### config.mk
export PLATFORM = sky130hd
export DESIGN_NAME = master_tx_ltssm
export DESIGN_NICKNAME = d
export VERILOG_FILES = /design/src/rtl/master_tx_ltssm.sv
export SDC_FILE = /design/constraint.sdc
export NUM_CORES = 1
export LEC_CHECK = 0
export BUFFER_PORTS_ARGS = -buffer_cell sky130_fd_sc_hd__buf_2
export CORE_ASPECT_RATIO = 0.9
export CORE_MARGIN = 2
export CORE_UTILIZATION = 56
export DETAILED_ROUTE_END_ITERATION = 16
export GPL_TIMING_DRIVEN = 1
export PLACE_DENSITY = 0.9
export SLEW_MARGIN = 25
export SYNTH_ARGS = -nofsm -noshare
export SYNTH_HDL_FRONTEND = slang
export SYNTH_SLANG_ARGS = --single-unit
### constraint.sdc
create_clock -name clk -period 2.2 [get_ports clk]
set_input_delay 0.11 -clock clk [delete_from_list [all_inputs] [get_ports clk]]
set_output_delay 0.11 -clock clk [all_outputs]
set_load 0.02 [all_outputs]
### src/rtl/master_tx_ltssm.sv
// master_tx_ltssm: transmit-side LTSSM sequencer. Picks the OS for each substate, counts framer acks, pulses txFinish.
// Optional: define MTX_EIEOS_EN to insert one EIEOS after every EIEOS_INTERVAL acked TS1s.
module master_tx_ltssm #(
   parameter int POLL_ACTIVE_MIN = 1024,
   parameter int AFTER_RX_MIN    = 16,
   parameter int EIOS_COUNT      = 1,
   parameter int EIEOS_INTERVAL  = 32,
   parameter int CNT_W           = 11
) (
   input  logic       clk,
   input  logic       reset,
   input  logic [4:0] substate,
   input  logic       rxFinish,
   input  logic       osAck,
   input  logic       detectDone,
   input  logic [2:0] trainToGen,
   input  logic [2:0] currentGen,
   output logic [2:0] osType,
   output logic       osValid,
   output logic       txElecIdle,
   output logic       padLink,
   output logic       padLane,
   output logic [1:0] ecPhase,
   output logic       speedChange,
   output logic       detectReq,
   output logic       txFinish,
   output logic [1:0] fsmState
);

   // Handshake: osType/osValid stay stable while an OS is offered; each osAck pulse
   // means the framer consumed exactly one OS. This block never stalls the framer.

   localparam logic [1:0] WAIT_S = 2'd0;
   localparam logic [1:0] SEND_S = 2'd1;
   localparam logic [1:0] DONE_S = 2'd2;

   localparam logic [2:0] OS_NONE  = 3'd0;
   localparam logic [2:0] OS_TS1   = 3'd1;
   localparam logic [2:0] OS_TS2   = 3'd2;
   localparam logic [2:0] OS_IDLE  = 3'd3;
   localparam logic [2:0] OS_EIOS  = 3'd4;

   localparam logic [CNT_W-1:0] POLL_TH  = CNT_W'(POLL_ACTIVE_MIN);
   localparam logic [CNT_W-1:0] AFTER_TH = CNT_W'(AFTER_RX_MIN);
   localparam logic [CNT_W-1:0] EIOS_TH  = CNT_W'(EIOS_COUNT);
   localparam logic [CNT_W-1:0] CNT_MAX  = '1;

   logic [1:0]       st;
   logic [1:0]       stNext;
   logic [4:0]       lastState;
   logic [CNT_W-1:0] count;
   logic [CNT_W-1:0] cntInc;
   logic [CNT_W-1:0] cntNext;
   logic             rxSeen;
   logic             rxNext;
   logic             ackCnt;
   logic             sinceRx;
   logic             subChange;
   logic             finishNow;

`ifdef MTX_EIEOS_EN
   localparam logic [2:0]       OS_EIEOS = 3'd5;
   localparam logic [CNT_W-1:0] EIE_LAST = CNT_W'(EIEOS_INTERVAL - 1);
   logic [CNT_W-1:0] eCnt;
   logic             eiePend;
   logic             ts1Sub;

   assign ts1Sub = lastState inside {5'd2, 5'd4, 5'd5, 5'd6, 5'd7, 5'd11,
                                     5'd14, 5'd15, 5'd16, 5'd17};
   // An acked EIEOS is not an OS of the substate, so it never reaches count.
   assign ackCnt = osAck && !eiePend;
`else
   assign ackCnt = osAck;
`endif

   assign subChange = (substate != lastState);
   assign sinceRx   = lastState inside {5'd3, 5'd8, 5'd9, 5'd12, 5'd18};
   assign rxNext    = rxSeen | rxFinish;

   always_comb begin
      cntInc = (count == CNT_MAX) ? count : count + 1'b1;
      if (sinceRx && rxFinish)
         cntNext = ackCnt ? CNT_W'(1) : '0;
      else if (ackCnt)
         cntNext = cntInc;
      else
         cntNext = count;
   end

   always_comb begin
      finishNow = 1'b0;
      case (lastState)
         5'd0:                             finishNow = 1'b1;
         5'd1:                             finishNow = detectDone;
         5'd2:                             finishNow = rxNext && (cntNext >= POLL_TH);
         5'd3, 5'd8, 5'd9, 5'd12, 5'd18:   finishNow = rxNext && (cntNext >= AFTER_TH);
         5'd4, 5'd5, 5'd6, 5'd7, 5'd11, 5'd13,
         5'd14, 5'd15, 5'd16, 5'd17:       finishNow = rxNext;
         default:                          finishNow = 1'b0;
      endcase
   end

   always_ff @(posedge clk or negedge reset) begin
      if (!reset) st <= WAIT_S;
      else        st <= stNext;
   end

   always_comb begin
      stNext = st;
      case (st)
         WAIT_S:  if (subChange) stNext = SEND_S;
         SEND_S: begin
            if (subChange)      stNext = WAIT_S;
            else if (finishNow) stNext = DONE_S;
         end
         DONE_S:  stNext = WAIT_S;
         default: stNext = WAIT_S;
      endcase
   end

   always_ff @(posedge clk or negedge reset) begin
      if (!reset) begin
         lastState <= 5'h1F;
         count     <= '0;
         rxSeen    <= 1'b0;
         detectReq <= 1'b0;
      end else begin
         detectReq <= (st == WAIT_S) && subChange && (substate == 5'd1);
         if (st == WAIT_S && subChange) begin
            lastState <= substate;
            count     <= '0;
            rxSeen    <= 1'b0;
         end else if (st == SEND_S && !subChange) begin
            count  <= cntNext;
            rxSeen <= rxNext;
         end
      end
   end

`ifdef MTX_EIEOS_EN
   always_ff @(posedge clk or negedge reset) begin
      if (!reset) begin
         eCnt    <= '0;
         eiePend <= 1'b0;
      end else if (st == WAIT_S && subChange) begin
         eCnt    <= '0;
         eiePend <= 1'b0;
      end else if (st == SEND_S && !subChange && osAck) begin
         if (eiePend) begin
            eiePend <= 1'b0;
         end else if (ts1Sub) begin
            if (eCnt == EIE_LAST) begin
               eCnt    <= '0;
               eiePend <= 1'b1;
            end else begin
               eCnt <= eCnt + 1'b1;
            end
         end
      end
   end
`endif

   // Fields follow lastState, so they change one cycle after a new substate and hold until the next one.
   always_comb begin
      osType      = OS_NONE;
      txElecIdle  = 1'b1;
      padLink     = 1'b1;
      padLane     = 1'b1;
      ecPhase     = 2'd0;
      speedChange = 1'b0;
      case (lastState)
         5'd2, 5'd4: begin osType = OS_TS1; txElecIdle = 1'b0; end
         5'd3:       begin osType = OS_TS2; txElecIdle = 1'b0; end
         5'd5:       begin osType = OS_TS1; txElecIdle = 1'b0; padLink = 1'b0; end
         5'd6, 5'd7: begin osType = OS_TS1; txElecIdle = 1'b0; padLink = 1'b0; padLane = 1'b0; end
         5'd8:       begin osType = OS_TS2; txElecIdle = 1'b0; padLink = 1'b0; padLane = 1'b0; end
         5'd9, 5'd10, 5'd18: begin osType = OS_IDLE; txElecIdle = 1'b0; end
         5'd11: begin
            osType = OS_TS1; txElecIdle = 1'b0; padLink = 1'b0; padLane = 1'b0;
            speedChange = (trainToGen != currentGen);
         end
         5'd12: begin
            osType = OS_TS2; txElecIdle = 1'b0; padLink = 1'b0; padLane = 1'b0;
            speedChange = (trainToGen != currentGen);
         end
         5'd13: begin
            if (count < EIOS_TH) begin osType = OS_EIOS; txElecIdle = 1'b0; end
         end
         5'd14, 5'd15, 5'd16, 5'd17: begin
            osType = OS_TS1; txElecIdle = 1'b0; padLink = 1'b0; padLane = 1'b0;
            ecPhase = lastState[1:0] + 2'd2;
         end
         default: ;
      endcase
`ifdef MTX_EIEOS_EN
      if (osType == OS_TS1 && eiePend) osType = OS_EIEOS;
`endif
      osValid  = (osType != OS_NONE);
      txFinish = (st == DONE_S);
      fsmState = st;
   end

endmodule

==> flow_summary.yaml <==
synth:
  netlist_area_um2: 1640
  yosysTopAreaCell: "dfrtp_1"
  ys_ff_latch: 20
  yosysWarnings: 0
  yosys_most_used_dff: "dfrtp_1"
  synthTopCellsByArea: "dfrtp_1 23%, dfstp_2 8.0%, xor2_1 5.9%"
  syn_avg_cell_area_um2: 8.12
  synth_edf_count: 0
  synth_common_cells: "19 x nor2_1, 17 x nand2_1, 15 x dfrtp_1"
  syn_inst: 202
  syn-num-nets: 219
  synth.most_common_cell: "nor2_1"
  async_flop_share: 1.00
  synth-seq-area-share: 0.309
  synth.distinct_cells: 57
  yosys.area.top_type_share: 0.229
finish:
  antenna_cells: 0
  area_growth_pct: 22.3
  final_nets: 261
  drive_above_1_share: 0.317
clock_network:
  cts_tree: "yes"
  clock_sinks: 20
  cts-root-buf: "clkbuf_4"
  clkTransAtPathRegs_ps: 130
  clockBufferDepth: 2
  cts_buffers: 3
  clock_latency_ps: 310
  htreeDepth: 1
critical_path:
  timing.rr.start: "lastState[3]"
  path_cells: "buf_4 -> nor4_1 -> nand3_1 -> nor4_2 -> nand2b_1 -> inv_1 -> buf_2"
  crit_path_start: "count[9]"
  critical_path.startpoint_type: "flip-flop"
  crit_family: "simple AND/OR/NAND/NOR gates"
  worstPathArrival_ps: 2030
  critPathCaptureType: "output port"
  crit_type: "reg -> out"
  slowest_delay_ps: 420
  slowest_stage: "dfrtp_1"
  path_buf_inv: 3
  path_max_fanout: 6
  cp.required_ps: 2090
floorplan:
  start_util: 0.592
  die-area_um2: 3380
  core-area_um2: 2770
  die_w_um: 61.1
  die_h_um: 55.3
  rows: 18
  io_pins: 30
global_routing:
  use_met2: 0.394
  grt_pass1_vias: 1547
  grtUsageTotal: 0.273
  grt_pass1_wl_mm: 7.18
  antenna_found_initial: 0
  grt_max_degree: 21
  grt_util_met1: 0.416
  grt_overflow: 0
  use_met3: 0.0492
  grt.busiest_layer: "met1"
pwr:
  power_leakage_uw: 0.000903
  cellPowerDensity_nw_per_um2: 1120
  ir_drop_mv: 0.949
flow_run:
  cap_violations: 0
timing:
  hold-worst-slack_ps: 49.5
  final_critical_path_setup_slack_ps: 56.0
  finalCritPeriodShare: 0.975
  clock.fmax_mhz: 466
  worst_pin_slew_ps: 452
  rsz0062_at_grt: "true"
  report.final.setup_viol: 0
  hold_viol_final: 0
  min_period_ps: 2140
  slew_headroom: 0.698
  fin_skew_ps: 21.1
  drv_slew: 0
drt:
  route.detailed.drc: 0
  vias: 1772
  drt_wl_total_mm: 4.33
  drt_iter0_drc: 181
  wl_per_cell_um: 15.3
  dr.pass1.iters: 4
  vias_per_cell: 6.26
  antenna_left: 0
placement:
  dp_hpwl_mm: 3.20
  place_ws_ps: -23.5
  place_congestion: 0.935
  port_buffers: 29
status:
  status: "finished clean"
hold_path:
  min_path_type: "in -> reg"
  min_from: "substate[0]"
[metrics by stage]
stage | cells | setup TNS, ps | cell area, µm² | util | power [µW]
final | 283 | 0 | 2010 | 0.724 | 2240
after global routing | 283 | -53.2 | 2010 | 0.724 | 2400
after CTS | 283 | 0 | 1980 | 0.715 | 2190
after detailed placement | 276 | -34.6 | 1930 | 0.695 | 1990
after global placement | 276 | 0 | 1930 | 0.695 | 1950
after floorplan | 202 | 0 | 1650 | - | 1580
[layout make-up]
cell class	instances	area, µm²
multi-input cells	162	1080
fillers	219	764
flip-flops and latches	20	507
repair buffers	52	324
well taps	40	50.0
clock buffers	4	26.3
inverters	5	18.8
[cells by family (layout without fill, tap and decap cells)]
family,after synthesis,after routing,synth area share
flip-flops,20,20,0.309
AND/OR/NAND/NOR,86,86,0.281
adder cells (fa/ha/maj),1,1,0.00763
multiplexers,5,5,0.0343
XOR/XNOR,11,11,0.0587
buffers and inverters,20,61,0.0557
AO/OA/AOI/OAI,59,59,0.253
[sequential cells by signal (all words and copies together), names as in the netlist]
register / cells
fsmState: 2
lastState: 5
count: 11
detectReq: 1
rxSeen: 1
[report_power, final]
part / total [µW] / leakage (µW) / switching (µW) / internal, µW
Sequential: 527 / 0.000260 / 62.2 / 465
Clock: 187 / 0.0000150 / 116 / 70.8
Combinational: 1520 / 0.000628 / 901 / 622
[tightest hold or removal path, delay by kind of cell]
family                 cells  cell delay, ps
buffers and inverters      1             120
AND/OR/NAND/NOR            2              80
[routing by layer]
metal | up-vias | part of all wire
met1 | 826 | 0.45
li1 | 837 | -
met3 | 11 | 0.079
met4 | 0 | 0.016
met5 | - | 0
met2 | 98 | 0.46
[worst paths after layout]
check	to	slack (ps)	cells after the start
worst max-delay path	txElecIdle	60	7
worst min-delay path	detectReq	50	3
worst max register to register	fsmState[0]	70	7
worst min register to register	rxSeen	530	1
max in group asynchronous	lastState[0]	1550	2
min in group asynchronous	count[7]	290	2
[cell usage in the layout (no fill, tap or decap), types with 6 or more instances in the layout]
cell type | netlist | layout
buf_2 | 4 | 29
buf_4 | 1 | 21
nor2_1 | 19 | 18
nand2_1 | 17 | 17
dfrtp_1 | 15 | 15
o21ai_0 | 13 | 13
a21oi_1 | 12 | 12
xor2_1 | 11 | 11
nand4_1 | 6 | 6
[timing repair]
action                                  CTS  global route
pin swaps                                 1             3
hold endpoints to repair                 15             0
hold buffers                              1             0
buffers inserted                          2             0
gates resized for setup                   1             6
endpoints found under the setup margin    3             7
Note: power is estimated with default switching activity, not from simulation.
